--- src/rtl/fb_scanout_pkg.sv ---
// Shared types for the 320x240 3-bit framebuffer scanout: color index, RGB struct,
// palette lookup and linear framebuffer indexing.
package fb_scanout_pkg;

  localparam int unsigned FB_W      = 320;
  localparam int unsigned FB_H      = 240;
  localparam int unsigned FB_PIXELS = FB_W * FB_H;

  localparam logic [9:0] VIS_W = 10'd640;
  localparam logic [9:0] VIS_H = 10'd480;

  typedef logic [2:0]  color_idx_t;
  typedef logic [16:0] fb_index_t;
  typedef logic [17:0] fb_addr_t;

  localparam color_idx_t SKY_COLOR  = 3'd1;
  localparam fb_index_t  LAST_INDEX = 17'(FB_PIXELS - 1);

  typedef struct packed {
    logic [7:0] r;
    logic [7:0] g;
    logic [7:0] b;
  } rgb24_t;

  function automatic rgb24_t palette_lookup(input color_idx_t idx);
    rgb24_t c;
    case (idx)
      3'd0:    c = rgb24_t'(24'h000000);
      3'd1:    c = rgb24_t'(24'h87CEEB);
      3'd2:    c = rgb24_t'(24'h228B22);
      3'd3:    c = rgb24_t'(24'h8B5A2B);
      3'd4:    c = rgb24_t'(24'h808080);
      3'd5:    c = rgb24_t'(24'hEED9A0);
      3'd6:    c = rgb24_t'(24'h1E64C8);
      3'd7:    c = rgb24_t'(24'hFFFFFF);
      default: c = rgb24_t'(24'h000000);
    endcase
    return c;
  endfunction

  // Callers pass the raster coordinates already halved (2x pixel doubling).
  function automatic fb_index_t fb_index(input logic [8:0] x_half, input logic [8:0] y_half);
    fb_index_t row;
    row = {8'd0, y_half};
    return (row * 17'(FB_W)) + {8'd0, x_half};
  endfunction

endpackage

--- src/rtl/fb_scanout_palette.sv ---
// Combinational 3-bit color index to 24-bit RGB map; shared by scanout and overlays.
module fb_palette
  import fb_scanout_pkg::*;
(
  input  logic [2:0] idx_i,
  output rgb24_t     rgb_o
);

  assign rgb_o = palette_lookup(idx_i);

endmodule

--- src/rtl/fb_scanout.sv ---
// Framebuffer scanout: raster-locked front-buffer read, palette map and buffer swap FSM.
// Optional FB_CLEAR_ON_SWAP_EN fills the new back buffer with SKY_COLOR before acking.
module fb_scanout
  import fb_scanout_pkg::*;
(
  input  logic        Clk,
  input  logic        Reset_n,
  input  logic        pixel_en,
  input  logic [9:0]  DrawX,
  input  logic [9:0]  DrawY,
  input  logic        render_done,
  output logic        render_ack,
  output logic        back_sel,
  output logic [17:0] rd_addr,
  input  logic [2:0]  rd_data,
  output logic        clr_we,
  output logic [17:0] clr_addr,
  output logic [7:0]  Red,
  output logic [7:0]  Green,
  output logic [7:0]  Blue
);

  localparam logic [2:0] ST_INIT    = 3'd0;
  localparam logic [2:0] ST_IDLE    = 3'd1;
  localparam logic [2:0] ST_PENDING = 3'd2;
  localparam logic [2:0] ST_ACK     = 3'd3;
`ifdef FB_CLEAR_ON_SWAP_EN
  localparam logic [2:0] ST_CLEAR   = 3'd4;
  localparam logic [2:0] ST_SWAPPED = ST_CLEAR;
`else
  localparam logic [2:0] ST_SWAPPED = ST_ACK;
`endif

  logic [2:0] state_q, state_d;
  logic       pending_q, pending_d;
  logic       back_sel_q, back_sel_d;
  logic       ack_q;
  logic       vblank_start_s;

  fb_addr_t   rd_addr_q, rd_addr_d;
  logic       vis_q, vis_d;
  logic       pix_q;
  rgb24_t     rgb_q, rgb_d;
  rgb24_t     pal_rgb_s;

`ifdef FB_CLEAR_ON_SWAP_EN
  fb_index_t  ctr_q, ctr_d;
  logic       clr_we_q;
  fb_addr_t   clr_addr_q;
`endif

  assign vblank_start_s = pixel_en && (DrawY == VIS_H) && (DrawX == 10'd0);

  fb_palette u_palette (
    .idx_i (rd_data),
    .rgb_o (pal_rgb_s)
  );

  // Swap FSM next state; a done in the swap cycle itself stays pending for next frame.
  always_comb begin
    state_d    = state_q;
    back_sel_d = back_sel_q;
    pending_d  = pending_q | render_done;
`ifdef FB_CLEAR_ON_SWAP_EN
    ctr_d      = ctr_q;
`endif
    case (state_q)
      ST_INIT: begin
        state_d = ST_SWAPPED;
`ifdef FB_CLEAR_ON_SWAP_EN
        ctr_d   = 17'd0;
`endif
      end
      ST_IDLE: begin
        if (pending_q || render_done) begin
          state_d = ST_PENDING;
        end else begin
          state_d = ST_IDLE;
        end
      end
      ST_PENDING: begin
        if (vblank_start_s) begin
          back_sel_d = ~back_sel_q;
          pending_d  = render_done;
          state_d    = ST_SWAPPED;
`ifdef FB_CLEAR_ON_SWAP_EN
          ctr_d      = 17'd0;
`endif
        end else begin
          state_d = ST_PENDING;
        end
      end
`ifdef FB_CLEAR_ON_SWAP_EN
      ST_CLEAR: begin
        if (ctr_q == LAST_INDEX) begin
          state_d = ST_ACK;
        end else begin
          ctr_d   = ctr_q + 17'd1;
          state_d = ST_CLEAR;
        end
      end
`endif
      ST_ACK: begin
        state_d = ST_IDLE;
      end
      default: begin
        state_d = ST_IDLE;
      end
    endcase
  end

  // Swap FSM state and its registered outputs.
  always_ff @(posedge Clk or negedge Reset_n) begin
    if (!Reset_n) begin
      state_q    <= ST_INIT;
      pending_q  <= 1'b0;
      back_sel_q <= 1'b0;
      ack_q      <= 1'b0;
    end else begin
      state_q    <= state_d;
      pending_q  <= pending_d;
      back_sel_q <= back_sel_d;
      ack_q      <= (state_d == ST_ACK);
    end
  end

`ifdef FB_CLEAR_ON_SWAP_EN
  // Clear engine: one back-buffer write per Clk while in CLEAR.
  always_ff @(posedge Clk or negedge Reset_n) begin
    if (!Reset_n) begin
      ctr_q      <= 17'd0;
      clr_we_q   <= 1'b0;
      clr_addr_q <= 18'd0;
    end else begin
      ctr_q      <= ctr_d;
      clr_we_q   <= (state_d == ST_CLEAR);
      clr_addr_q <= (state_d == ST_CLEAR) ? {back_sel_d, ctr_d} : clr_addr_q;
    end
  end

  assign clr_we   = clr_we_q;
  assign clr_addr = clr_addr_q;
`else
  assign clr_we   = 1'b0;
  assign clr_addr = 18'd0;
`endif

  // Read pipeline: address at the pixel_en cycle, colour one Clk later.
  always_comb begin
    rd_addr_d = rd_addr_q;
    vis_d     = vis_q;
    rgb_d     = rgb_q;
    if (pixel_en) begin
      rd_addr_d = {~back_sel_q, fb_index(DrawX[9:1], DrawY[9:1])};
      vis_d     = (DrawX < VIS_W) && (DrawY < VIS_H);
    end else begin
      rd_addr_d = rd_addr_q;
      vis_d     = vis_q;
    end
    if (pix_q) begin
      rgb_d = vis_q ? pal_rgb_s : rgb24_t'(24'h000000);
    end else begin
      rgb_d = rgb_q;
    end
  end

  // Read pipeline registers.
  always_ff @(posedge Clk or negedge Reset_n) begin
    if (!Reset_n) begin
      rd_addr_q <= 18'd0;
      vis_q     <= 1'b0;
      pix_q     <= 1'b0;
      rgb_q     <= rgb24_t'(24'h000000);
    end else begin
      rd_addr_q <= rd_addr_d;
      vis_q     <= vis_d;
      pix_q     <= pixel_en;
      rgb_q     <= rgb_d;
    end
  end

  assign render_ack = ack_q;
  assign back_sel   = back_sel_q;
  assign rd_addr    = rd_addr_q;
  assign Red        = rgb_q.r;
  assign Green      = rgb_q.g;
  assign Blue       = rgb_q.b;

endmodule

--- config.mk ---
export PLATFORM = sky130hd
export DESIGN_NAME = fb_scanout
export DESIGN_NICKNAME = d
export VERILOG_FILES = /design/src/rtl/fb_scanout_pkg.sv /design/src/rtl/fb_scanout_palette.sv /design/src/rtl/fb_scanout.sv
export SDC_FILE = /design/constraint.sdc
export NUM_CORES = 1
export LEC_CHECK = 0
export CAP_MARGIN = 20
export CORE_UTILIZATION = 25
export CTS_BUF_LIST = sky130_fd_sc_hd__clkbuf_16
export DETAILED_ROUTE_END_ITERATION = 10
export SETUP_SLACK_MARGIN = 0.4
export SYNTH_ARGS = -nofsm -noshare
export SYNTH_HDL_FRONTEND = slang
export SYNTH_SLANG_ARGS = --single-unit
--- constraint.sdc ---
create_clock -name Clk -period 1.2 [get_ports Clk]
set_input_delay 0.12 -clock Clk [delete_from_list [all_inputs] [get_ports Clk]]
set_output_delay 0.12 -clock Clk [all_outputs]
set_load 0.05 [all_outputs]
Word-level counts from Yosys, hierarchy flattened:

Memories as Yosys holds them, arrays and structs flattened.
Index checks and enable logic that the tools add are counted.

* bits in registers: 50
* ROM bits: 192
* input port bits: 27
* output and inout port bits: 63
* logic and storage cells: 34
* memories: 1

Memory list
* (no name shown): depth 8, width 24, read ports 1, clocked after Yosys merged registers in 0, write ports 0, line fb_scanout_pkg.sv:27 `case (idx)`

* add/subtract/negate cells: 1
* $mul: 1
* magnitude comparators: 2
* equality and inequality tests: 4
* muxes and demuxes: 6
* bitwise logic cells: 2
* reduce and logical (&&, ||, !) cells: 7

Operator list (number)
* $mux 24: 1
* $add 17x9->17: 1
* $mul 9x3->11 const B: 1
* $eq 10x9->1 const B: 1
* $logic_not 10->1: 1
* $lt 10x10->1 const B: 1
* $lt 10x9->1 const B: 1
* $eq 3x2->1 const B: 2
* $pmux 2 s3: 1
* $eq 3x1->1 const B: 1
* $logic_and 1x1->1: 3
* $logic_not 3->1: 1
* $mux 1: 3
* $mux 2: 1
* $reduce_and 2->1: 1
* $logic_or 1x1->1: 1
* $not 1->1: 1
* $or 1x1->1: 1

Logic depth before layout (Yosys ltp):

Gate-level depths: netlist of the first run.

* word-level depth: 6
* mapped depth: 9
* mapped depth without buffers: 9

Modules after synthesis:

A second synthesis of the first run with hierarchy kept.

* cells, all modules: 317
* area, all modules: 3016.6 µm²

Modules (own cells, without submodules)
* fb_scanout: times used 1, cells an instance 273, area each 2715.1 µm², sequential area each 1226.2 µm²
* fb_palette: times used 1, cells an instance 44, area each 301.5 µm², sequential area each 0.0 µm²

Worst setup path before layout of the first run:

OpenSTA, ideal clock, no wires.

* kind: input port to flip-flop
* start point: input port DrawY[2]
* end point: register rd_addr_q[16], in the netlist rd_addr[16]
* setup time: 0.125 ns
* data arrival time: 2.343 ns
* required time: 1.075 ns
* setup slack: -1.268 ns
* stages: 9
* buffers on the path: 0
* cell sequence: ha_1 -> ha_1 -> fa_1 -> a211oi_2 -> nor2_1 -> nor4b_1 -> and4_1 -> xnor3_1 -> mux2_4

* longest elaborated chain between the ends: 2

Ends and longest elaborated chain
* start, declared: line fb_scanout.sv:10 `input logic [9:0] DrawY,`
* $mul 9x3->11: line fb_scanout_pkg.sv:45 `return (row * 17'(FB_W)) + {8'd0, x_half};`
* $add 17x9->17: line fb_scanout_pkg.sv:45
* end signal, assigned: line fb_scanout.sv:175 `rd_addr_q <= rd_addr_d;`
* end, declared: line fb_scanout.sv:40 `fb_addr_t rd_addr_q, rd_addr_d;`

No other way between the ends.
A chain may end at the register's enable or synchronous reset.

Final worst setup path of the first run:

* start point: input port DrawY[7]
* end point: register rd_addr_q[16], in the netlist rd_addr[16]

Same word-level chain as after synthesis.

==> results of run 1 <==
==> tightest hold or removal path, cell delays in order <==
cell	delay [ns]
buf_8	0.08
ha_4	0.11
mux2_2	0.13
==> layout make-up <==
cell class	count	share of cell area [%]
well taps	133	3.259
multi-input cells	178	34.55
flip-flops and latches	42	21.17
clock inverters	3	0.3185
clock buffers	5	2.450
repair buffers	148	36.34
inverters	26	1.911
==> routing by layer <==
| metal | part of all wire (%) | vias to the layer above |
|---|---|---|
| met2 | 52 | 67 |
| met4 | 0.44 | 0 |
| met3 | 5.8 | 5 |
| met1 | 41 | 1103 |
| met5 | 0 | - |
| li1 | - | 1139 |
==> state kept, by name, summed over array words and instances, names as in the netlist <==
register	count
Blue	3
Green	6
Red	8
back_sel	1
pending_q	1
pix_q	1
rd_addr	18
render_ack	1
state_q	2
vis_q	1
==> stage by stage <==
stage	setup slack (ns)	std cells	util, %
floorplan	-1.108	279	-
global placement	-1.714	502	43.39
detailed placement	-1.805	502	43.39
CTS	-0.9386	532	50.72
global route	-1.063	535	51.29
finish	-0.9401	535	51.29
==> synth_stat cells (2+ instances only) <==
cell type | instances | area share, %
dfrtp_1 | 42 | 40
buf_4 | 26 | 7.5
inv_1 | 26 | 3.7
ha_1 | 22 | 11
nor2_1 | 17 | 2.4
o21ai_0 | 16 | 3.1
nand2_1 | 14 | 2.0
mux2_2 | 13 | 5.6
a21oi_1 | 11 | 2.1
o22ai_1 | 9 | 2.2
clkbuf_1 | 6 | 0.86
xnor2_1 | 5 | 1.7
xor2_1 | 5 | 1.7
a21boi_0 | 4 | 1.2
nor3_1 | 4 | 0.77
o211ai_1 | 4 | 1.2
a21o_1 | 3 | 0.86
nand4_1 | 3 | 0.72
nor2b_1 | 3 | 0.72
a211oi_2 | 2 | 0.96
fa_1 | 2 | 1.5
mux2i_1 | 2 | 0.77
nor4_1 | 2 | 0.48
nor4b_1 | 2 | 0.67
o21a_1 | 2 | 0.58
==> cells in the final DEF (no fill, tap or decap), types with 4 or more instances in the layout <==
| cell | Yosys | final |
|---|---|---|
| o21ai_1 | 0 | 9 |
| nand2_1 | 14 | 12 |
| buf_8 | 0 | 4 |
| mux2_4 | 1 | 5 |
| a21oi_2 | 0 | 5 |
| o21ai_2 | 0 | 5 |
| buf_4 | 26 | 58 |
| dfrtp_1 | 42 | 18 |
| dlygate4sd2_1 | 0 | 6 |
| clkdlybuf4s50_1 | 0 | 9 |
| nor2_1 | 17 | 15 |
| ha_1 | 22 | 5 |
| conb_1 | 1 | 19 |
| xor2_1 | 5 | 4 |
| dfrtp_2 | 0 | 24 |
| clkbuf_16 | 0 | 5 |
| inv_1 | 26 | 23 |
| buf_6 | 1 | 17 |
| buf_12 | 0 | 47 |
| ha_4 | 0 | 16 |
| mux2_2 | 13 | 9 |
| o211ai_1 | 4 | 4 |
| a21oi_1 | 11 | 5 |
| o22ai_2 | 0 | 9 |
==> cell families (layout without fill, tap and decap cells) <==
family | Yosys count | in the layout
DFF | 42 | 42
AOI/OAI and AO/OA | 55 | 55
xor gates and xnor gates | 11 | 11
other | 1 | 19
buffers and inverters | 59 | 182
adders and majority gates | 24 | 24
and+or+nand+nor | 53 | 53
muxes | 16 | 16
==> final timing paths <==
| kind | start | to | slack (ns) | depth (start not counted) |
|---|---|---|---|---|
| max in group asynchronous | Reset_n | rd_addr[3] | 0.60 | 3 |
| max reg2reg | state_q[0] | pending_q | -0.05 | 4 |
| min in group asynchronous | Reset_n | Green[3] | 0.37 | 3 |
| min | DrawX[7] | rd_addr[6] | 0.19 | 3 |
| min reg2reg | pending_q | pending_q | 0.48 | 1 |
| max | DrawY[7] | rd_addr[16] | -0.94 | 9 |
==> repair_timing <==
action,in CTS,in global routing
pin swaps,34,11
cloned,2,0
setup buffers,19,3
hold buffers,1,0
endpoints found under the setup margin,84,86
gates resized for setup,123,19
hold endpoints to repair,42,0
==> report_power, final <==
part / switching [mW] / internal, mW
clock network: 0.553 / 0.760
registers: 0.231 / 1.64
logic: 1.65 / 1.72
==> results.json, run 1 <==
{
  "p_leak_nw": 2.221,
  "path_cells": "dlygate4sd2_1 > ha_4 > ha_4 > o21ai_2 > or4b_1 > o2111ai_2 > and4_1 > xnor3_1 > mux2_4",
  "synth_simple_gate_area_share_pct": 10.22,
  "numCtsBuffers": 5,
  "grt_antenna_before_repair": 0,
  "cp_slowest_cell": "or4b_1",
  "cpPeakStageDelay_ns": 0.54,
  "synth_mux_area_share_pct": 6.958,
  "mappedNetlistArea_mm2": 0.002608,
  "routed_wl_um": 7236,
  "start_util_pct": 26.19,
  "fin_crit_ns": 2.140,
  "rows": 36,
  "die_h_um": 104.1,
  "worstSetupStartpointType": "input port",
  "ys_ff_latch": 42,
  "ys_types": 41,
  "hp-class": "input port to flop",
  "crit_buf_inv": 1,
  "multi_input_area_mm2": 0.001764,
  "critPathKind": "input port to flop",
  "top_usage_layer": "met2",
  "route.detailed.drc": 0,
  "drt_iter0_markers": 64,
  "finalSetupViolCount": 12,
  "fmax_mhz": 467.3,
  "hold_viol_final": 0,
  "cts_tree": "done",
  "skew_ns": 0.001925,
  "dpl-instance-area_mm2": 0.004319,
  "path_common_cell": "ha_4",
  "fillers": 864,
  "ys_warn_count": 0,
  "drive_above_1_share_pct": 59.20,
  "avgViaCountPerCell": 4.325,
  "fin_crit_sh_pct": 178.3,
  "powerDensity_mw_per_mm2": 1284,
  "outcome": "finished with violations",
  "routedWlPerCell_um": 13.53,
  "holdWs_ns": 0.1939,
  "grt_pass1_wl_um": 12570,
  "grt_usage_pct": 14.44,
  "routed-via-count": 2314,
  "cts_htree_levels": 2,
  "gp_congestion": 0.8238,
  "diodes": 0,
  "seq_area_mm2": 0.001081,
  "grtUsageMet2_pct": 26.48,
  "io_pins": 90,
  "synth_xor_area_share_pct": 4.223,
  "end_kind": "flop",
  "cp_data_required_time_ns": 1.36,
  "synth_compound_area_share_pct": 13.53,
  "p_total_mw": 6.556,
  "clk_path_buf_depth": 2,
  "violations": "setup timing",
  "finalMaxSlewViolations": 0,
  "synth_seq_area_share_pct": 40.31,
  "grt_overflow": 0,
  "synth_top_family_by_area": "compound AO/OA/AOI/OAI gates",
  "synth_flop_cell": "dfrtp_1",
  "use_met3_pct": 4.135,
  "arrival_ns": 2.30,
  "rsz0062_at_grt": "yes",
  "grt_max_degree": 43,
  "met1_usage_pct": 16.84,
  "die-area_mm2": 0.01084,
  "io_buffers": 70,
  "area_growth_pct": 95.83,
  "synth-edff-count": 0,
  "die_w_um": 104.1,
  "cap_viol_max_count": 0,
  "peakVddDrop_uv": 716.7,
  "clock_sinks": 42,
  "avgSynthCellArea_um2": 9.990,
  "clk_latency_ns": 0.28,
  "synth_fa_ha_area_share_pct": 12.09,
  "crit_fanout": 3,
  "async_reset_ff_share_pct": 100.0,
  "hpwl_um": 5275,
  "fin_nets": 452,
  "final_cell_area_mm2": 0.005106,
  "crit_family": "simple AND/OR/NAND/NOR gates",
  "setup_ws_ns": -0.9401,
  "cts_root_buffer": "clkbuf_16",
  "placeableCoreArea_mm2": 0.009955,
  "cts.reportedPaths.clkPinSlew_ns": 0.06,
  "drtAntennaViolNets": 0,
  "netlist_instances": 261,
  "finalSetupTns_ns": -4.825,
  "dr.pass1.iters": 4,
  "grt_pass1_vias": 2513
}
(Power assumes the default switching activity.)
==> run 2, diff against run 1 <==
--- a/config.mk
+++ b/config.mk
@@ -5,9 +5,10 @@
 export SDC_FILE = /design/constraint.sdc
 export NUM_CORES = 1
 export LEC_CHECK = 0
-export CAP_MARGIN = 20
+export CAP_MARGIN = 30
 export CORE_UTILIZATION = 25
 export CTS_BUF_LIST = sky130_fd_sc_hd__clkbuf_16
+export CTS_CLUSTER_SIZE = 25
 export DETAILED_ROUTE_END_ITERATION = 10
 export SETUP_SLACK_MARGIN = 0.4
 export SYNTH_ARGS = -nofsm -noshare
==> results of run 2 <==
Same layout as run 1: the final DEF is identical, and so are final timing and power.
==> run 3, diff against run 2 <==
--- a/config.mk
+++ b/config.mk
@@ -10,6 +10,7 @@
 export CTS_BUF_LIST = sky130_fd_sc_hd__clkbuf_16
 export CTS_CLUSTER_SIZE = 25
 export DETAILED_ROUTE_END_ITERATION = 10
+export GPL_ROUTABILITY_DRIVEN = 1
 export SETUP_SLACK_MARGIN = 0.4
 export SYNTH_ARGS = -nofsm -noshare
 export SYNTH_HDL_FRONTEND = slang
==> results of run 3 <==
Same layout as run 1: the final DEF is identical, and so are final timing and power.
